### src/rtl/fir_pkg.sv
`default_nettype none
// fir_pkg -- shared FSM type, default coefficients and width helpers for sym_fir_mac (rev 1.0)
package fir_pkg;

  typedef enum logic [1:0] {
    ST_IDLE = 2'd0,
    ST_MAC  = 2'd1,
    ST_DONE = 2'd2
  } fir_state_t;

  localparam int DEF_TAPS = 12;
  localparam int NUM_COEF = DEF_TAPS / 2;
  localparam int COEF_AW  = $clog2(NUM_COEF);

  function automatic int acc_width(input int dw, input int cw, input int h);
    return dw + 1 + cw + $clog2(h);
  endfunction

  // Low-pass half-response; shorter filters take the leading entries.
  function automatic int coef_default(input int k);
    case (k)
      0:       return 1;
      1:       return 2;
      2:       return 6;
      3:       return 10;
      4:       return 14;
      5:       return 16;
      default: return 0;
    endcase
  endfunction

endpackage
`default_nettype wire

### src/rtl/fir_round_sat.sv
`default_nettype none
// fir_round_sat -- round-half-up, right-shift and unsigned saturation from AW to OW bits (rev 1.0)
module fir_round_sat #(
  parameter int AW    = 26,
  parameter int OW    = 10,
  parameter int SHIFT = 7
) (
  input  logic [AW-1:0] acc,
  output logic [OW-1:0] out_data,
  output logic          sat
);

  localparam logic [AW:0] RND  = (SHIFT == 0) ? '0 :
                                 ((AW+1)'(1) << ((SHIFT > 0) ? SHIFT - 1 : 0));
  localparam logic [AW:0] MAXV = (AW+1)'({OW{1'b1}});

  logic [AW:0] sum;
  logic [AW:0] r;

  // One extra bit keeps the rounding add from wrapping at full scale.
  always_comb begin
    sum      = {1'b0, acc} + RND;
    r        = sum >> SHIFT;
    sat      = (r > MAXV);
    out_data = sat ? {OW{1'b1}} : r[OW-1:0];
  end

endmodule
`default_nettype wire

### src/rtl/sym_fir_mac.sv
`default_nettype none
// sym_fir_mac -- folded symmetric FIR, one shared multiplier, valid/ready streaming (rev 1.0)
module sym_fir_mac
  import fir_pkg::*;
#(
  parameter int DW    = 10,
  parameter int CW    = 12,
  parameter int TAPS  = 12,
  parameter int SHIFT = 7,
  parameter int OW    = 10,
  parameter int AW    = acc_width(DW, CW, TAPS / 2)
) (
  input  logic                        clk,
  input  logic                        rst,
  input  logic                        in_valid,
  input  logic [DW-1:0]               in_data,
  output logic                        in_ready,
  output logic                        out_valid,
  input  logic                        out_ready,
  output logic [OW-1:0]               out_data,
  output logic [AW-1:0]               acc_out,
  output logic                        sat,
  input  logic                        coef_we,
  input  logic [$clog2(TAPS/2)-1:0]   coef_addr,
  input  logic [CW-1:0]               coef_wdata,
  output logic                        coef_ack
);

  localparam int HALF = TAPS / 2;
  localparam int KW   = $clog2(HALF);

  fir_state_t    state;
  fir_state_t    state_nxt;
  logic [DW-1:0] x    [TAPS];
  logic [CW-1:0] coef [HALF];
  logic [KW-1:0] k;
  logic [AW-1:0] acc;
  logic [KW:0]   idx_lo;
  logic [KW:0]   idx_hi;
  logic [DW:0]   pair;
  logic [AW-1:0] prod;
  logic [AW-1:0] acc_nxt;
  logic [OW-1:0] rs_data;
  logic          rs_sat;
  logic          accept;
  logic          mac_last;
  logic          coef_ok;

  assign accept   = (state == ST_IDLE) && in_valid;
  assign mac_last = (state == ST_MAC) && (k == KW'(HALF - 1));
  assign coef_ok  = coef_we && (state == ST_IDLE) &&
                    ({1'b0, coef_addr} < (KW+1)'(HALF));

  always_ff @(posedge clk) begin
    if (rst) state <= ST_IDLE;
    else     state <= state_nxt;
  end

  always_comb begin
    state_nxt = state;
    case (state)
      ST_IDLE: if (in_valid)  state_nxt = ST_MAC;
      ST_MAC:  if (mac_last)  state_nxt = ST_DONE;
      ST_DONE: if (out_ready) state_nxt = ST_IDLE;
      default:                state_nxt = ST_IDLE;
    endcase
  end

  always_comb begin
    in_ready  = (state == ST_IDLE);
    out_valid = (state == ST_DONE);
  end

  // Fold the mirrored taps before the single multiply.
  always_comb begin
    idx_lo  = {1'b0, k};
    idx_hi  = (KW+1)'(TAPS - 1) - idx_lo;
    pair    = {1'b0, x[idx_lo]} + {1'b0, x[idx_hi]};
    prod    = AW'(coef[k]) * AW'(pair);
    acc_nxt = acc + prod;
  end

  fir_round_sat #(
    .AW    (AW),
    .OW    (OW),
    .SHIFT (SHIFT)
  ) u_round_sat (
    .acc      (acc_nxt),
    .out_data (rs_data),
    .sat      (rs_sat)
  );

  always_ff @(posedge clk) begin
    if (rst) begin
      for (int i = 0; i < TAPS; i++) x[i] <= '0;
      for (int i = 0; i < HALF; i++) coef[i] <= CW'(coef_default(i));
      k        <= '0;
      acc      <= '0;
      acc_out  <= '0;
      out_data <= '0;
      sat      <= 1'b0;
      coef_ack <= 1'b0;
    end else begin
      coef_ack <= coef_ok;
      if (coef_ok) coef[coef_addr] <= coef_wdata;
      if (accept) begin
        x[0] <= in_data;
        for (int i = 1; i < TAPS; i++) x[i] <= x[i-1];
        acc <= '0;
        k   <= '0;
      end
      if (state == ST_MAC) begin
        acc <= acc_nxt;
        k   <= k + KW'(1);
      end
      if (mac_last) begin
        acc_out  <= acc_nxt;
        out_data <= rs_data;
        sat      <= rs_sat;
      end
    end
  end

endmodule
`default_nettype wire

### config.mk
export PLATFORM = sky130hd
export DESIGN_NAME = sym_fir_mac
export DESIGN_NICKNAME = d
export VERILOG_FILES = /design/src/rtl/fir_pkg.sv /design/src/rtl/fir_round_sat.sv /design/src/rtl/sym_fir_mac.sv
export SDC_FILE = /design/constraint.sdc
export NUM_CORES = 1
export LEC_CHECK = 0
export ABC_AREA = 1
export ABC_CLOCK_PERIOD_IN_PS = 13000
export BUFFER_PORTS_ARGS = -buffer_cell sky130_fd_sc_hd__buf_2
export CORE_MARGIN = 2
export CORE_UTILIZATION = 50
export DETAILED_ROUTE_END_ITERATION = 10
export PLACE_DENSITY_LB_ADDON = 0.15
export SYNTH_ARGS = -nofsm -noshare
export SYNTH_HDL_FRONTEND = slang
export SYNTH_SLANG_ARGS = --single-unit
### constraint.sdc
create_clock -name clk -period 13 [get_ports clk]
set_input_delay 1.3 -clock clk [delete_from_list [all_inputs] [get_ports clk]]
set_output_delay 1.3 -clock clk [all_outputs]
set_load 0.005 [all_outputs]
# == Yosys cells after proc, flatten, opt, wreduce, memory -nomap -nowiden ==
# Memory sizes are Yosys's and may differ from the RTL's. A register that Yosys moved wholly into a read port is not among the register bits.
# Index checks and enable logic that the tools add are counted.
# classes
bitwise,12
n_mux,42
magnitude_cmp,2
add_sub_neg,5
n_reduce_logical,8
eq_ne,6
mul,1
# op_table
cell,n
2-to-1 mux 10 bit,13
2-to-1 mux 12 bit,7
2-to-1 mux 26 bit,2
"adder 26 x 7 -> 27 bit, second input constant",1
adder 26 x 23 -> 26 bit,1
multiplier 12 x 11 -> 23 bit,1
"> comparator 20 x 10 -> 1 bit, second input constant",1
2-to-1 mux 3 bit,5
bitwise OR 1 bit,12
OR reduction 12 bit,1
adder 10 x 10 -> 11 bit,1
2-to-1 mux 1 bit,9
2-to-1 mux 4 bit,2
2-to-1 mux 2 bit,3
case mux 2 bit (3 select lines),1
logical AND 1 bit,4
"!= test 2 bit, second input constant",2
"subtractor 4 x 3 -> 4 bit, first input constant",1
"adder 3 x 1 -> 3 bit, second input constant",1
"== test 3 bit, second input constant",1
"less-than comparator 3 bit, second input constant",1
AND reduction 3 bit,1
"== test 2 x 1 -> 1 bit, second input constant",1
"== test 2 bit, second input constant",1
other kinds (3),3
# word_totals
in_bits,30
mem_count,2
out_inout_bits,40
wordCells,85
ramBits,192
register_bits,69
# mem_list
name,words,word_bits,rd,rd_ports_with_merged_regs,wr,line_no,text
x,12,10,13,1,12,sym_fir_mac.sv:34,logic [DW-1:0] x [TAPS];
coef,6,12,1,1,6,sym_fir_mac.sv:35,logic [CW-1:0] coef [HALF];

# == Longest topological paths before layout ==
# depth
ltp_word,8
depth_mapped,54
ltp_nobuf,50

# == Cells and area by module ==
# Synthesis repeated with hierarchy kept, for this count alone.
# hier_totals
hier_cells,2394
area_unflattened_um2,19517.5
# by_module_without_submodules
module,instances,area_per_inst_um2,seq_area_each_um2,cells_each
sym_fir_mac,1,18848.1,7927.6,2259
fir_round_sat,1,669.4,0.0,135

# == Least setup slack after synthesis ==
# Ideal clock, no wire load.
# synth_timing
path_type,register -> register
from,register with a tool-made name
to,register out_data[4]
path_stages_with_launch,48
arrival_time_ns,8.315
setup_slack_ns,4.576
setup_time_ns,0.109
cell_sequence,dfxtp_1 inv_1 clkbuf_1 buf_1 clkbuf_1 a221oi_1 a31oi_1 ha_1 inv_1 fa_1 o31ai_1 a21oi_1 o21ai_0 nand2_1 nand2_1 nand2_1 nand2_1 a21oi_1 [... 12 more ...] nand2_1 inv_1 nand2_1 nand2_1 a21oi_1 nand2_1 nand2_1 nand2_1 nor2_1 nand2_1 nor2_4 nand2_2 xor2_1 nor2_2 buf_6 nand4_1 nand2_1 inv_1
# synth_rtl
item,line_no,text
to (signal assigned),sym_fir_mac.sv:118,out_data <= rs_data;
to (decl),sym_fir_mac.sv:20,"output logic [OW-1:0] out_data,"

==> flow_summary.ini <==
[status]
outcome = finished clean

[clocking]
clock_path_buffers = 3
cts_setup_buffers = 0
insertion_delay_ps = 550
clockRootBuffer = clkbuf_16
clkTransAtPathRegs_ps = 50
cts_tree = yes
cts.sinks = 288
cts_resized = 0
postCtsHoldBufs = 0
cts_made_buffers = 36
htree_levels = 2

[synthesis]
ys_types = 39
seq_area_frac_synth = 0.411
synthCells = 2377
async_flop_share = 0
ys_ff_latch = 288
synth.cell_area_sq_um = 19300
synth_area_per_cell_sq_um = 8.12
yosys_most_used_dff = edfxtp_1
yosysWarningCount = 0
synth_edf_count = 216

[die]
initial_core_util = 0.510
core-area_sq_um = 37800
ioPinCount = 70
dieWidth_microns = 201
dieArea_sq_um = 40200
dieHeight_microns = 201
std_cell_rows = 71

[sta]
fin_crit_sh = 0.790
setup_slack_ps = 2730
tightest_slew_ps = 1260
finalMaxSlewViolations = 0
clock_skew_ps = 17.7
relSlewSlack = 0.153
rsz0062_at_grt = no
hold-worst-slack_ps = 466
finalCriticalPeriod_ps = 10270
setup_tns_ps = 0
fmax_ghz = 0.0974
setup_viol = 0
hold_viol = 0

[final_layout]
instances_no_fill = 2963
diodes = 0
fin_nets = 2646
final_common_cell = nand2_1
area_growth_pct = 10.4
final_cell_mix = 564 x nand2_1, 473 x inv_1, 289 x nor2_1
drive_gt1_frac = 0.0795

[hold_path]
hold_end = acc[8]
hp-start = acc[8]
hold_depth = 2
hp-class = reg2reg

[detailed_routing]
routedWlPerCell_microns = 16.9
drt_iter0_drc = 1260
drt_wl_total_mm = 50.0
drc = 0
dr.pass1.iters = 8
viasPerCell = 5.26
num_vias = 15600
antenna_left = 0

[worst_setup_path]
path_class = reg2reg
worstPathArrival_ps = 10710
cpMostUsedCell = nand2_1
slowest_delay_ps = 810
cp-start-kind = flop
worst-path-max-fanout = 58
slowest_stage = o21bai_1
endpoint_kind = flop
required_ps = 13440
ff2ff_path_depth = 43
r2r_slack_ps = 2730
reg2reg_to = out_data[5]

[place]
post-place-cells = 2900
io_buffers = 69
finalWeightedCongestion = 0.909
post-place-ws_ps = 2840
dp.final_hpwl_mm = 36.4

[global_routing]
gr-total-overflow = 0
grt_pass1_wl_mm = 81.8
grt_max_degree = 96
grt_pass1_vias = 15600
antenna_found_initial = 0
track_usage = 0.254

[flow_run]
cap_viol_max_count = 0
[Yosys cell counts, drive strengths merged, types with 13 or more instances]
library cell	number	area (sq um)
dfxtp	72	1440
nand2	582	2230
clkbuf	80	300
nor2	304	1180
a21oi	155	787
a221oi	18	158
o21ai	85	425
ha	76	951
a31oi	19	119
nand3	64	355
fa	113	2260
inv	481	1810
edfxtp	216	6490
nand4	18	113
o211ai	19	143
buf	13	67.6
a32o	22	220
[registers in the layout, summed over array words and instances (netlist names), named ones only]
name and count:
coef_ack 1, coef 96, k 3, x 120, acc 26, sat 1
out_data 10, acc_out 26, state 2
[worst max-delay path: cells and delay by family, from the launching register on]
kind	cells	cell delay (ps)
AOI/OAI and AO/OA	9	2110
adders and majority gates	7	3560
buffers and inverters	7	970
DFF	1	680
and+or+nand+nor	20	2820
[cells by family (layout without fill, tap and decap cells)]
family,Yosys count,after routing,synth area share
DFF,288,288,0.411
AOI/OAI and AO/OA,326,326,0.0991
adders and majority gates,189,189,0.166
and+or+nand+nor,980,980,0.204
xor gates and xnor gates,10,10,0.00493
buffers and inverters,583,635,0.114
other,1,24,0.000194
[metal layers]
layer / track usage / wire [microns] / vias to the layer above
met5: 0 / 0 / -
met4: 0.0690 / 1220 / 0
met3: 0.0448 / 2780 / 74
met2: 0.416 / 23300 / 392
met1: 0.350 / 22700 / 7567
li1: - / - / 7544
[final cells by class]
class / instances / area (sq um)
repair buffers: 82 / 443
inverters: 490 / 1840
clock inverters: 7 / 100
multi-input cells: 1529 / 9290
clock buffers: 56 / 1080
flip-flops and latches: 288 / 7930
fillers: 3617 / 16500
well taps: 511 / 639
[stage by stage]
| step | instance area (sq um) | utilization |
|---|---|---|
| after floorplan | 19400 | - |
| after global placement | 20100 | 0.532 |
| after detailed placement | 20100 | 0.532 |
| after CTS | 21300 | 0.563 |
| after global routing | 21300 | 0.563 |
| final | 21300 | 0.563 |
[worst max-delay path by stage]
| stage | startpoint | endpoint | slack [ps] | depth (start not counted) |
|---|---|---|---|---|
| after CTS | flop | out_data[5] | 2770 | 43 |
| after detailed placement | flop | out_data[5] | 2840 | 43 |
| final | flop | out_data[5] | 2730 | 43 |
| after global routing | flop | out_data[5] | 1830 | 45 |
| after floorplan | flop | out_data[4] | 4580 | 47 |
| after global placement | flop | out_data[5] | 2950 | 43 |
Power is left out: the tool's default activity adds up to more than one toggle a clock period on the data nets, which glitch-free logic cannot reach.
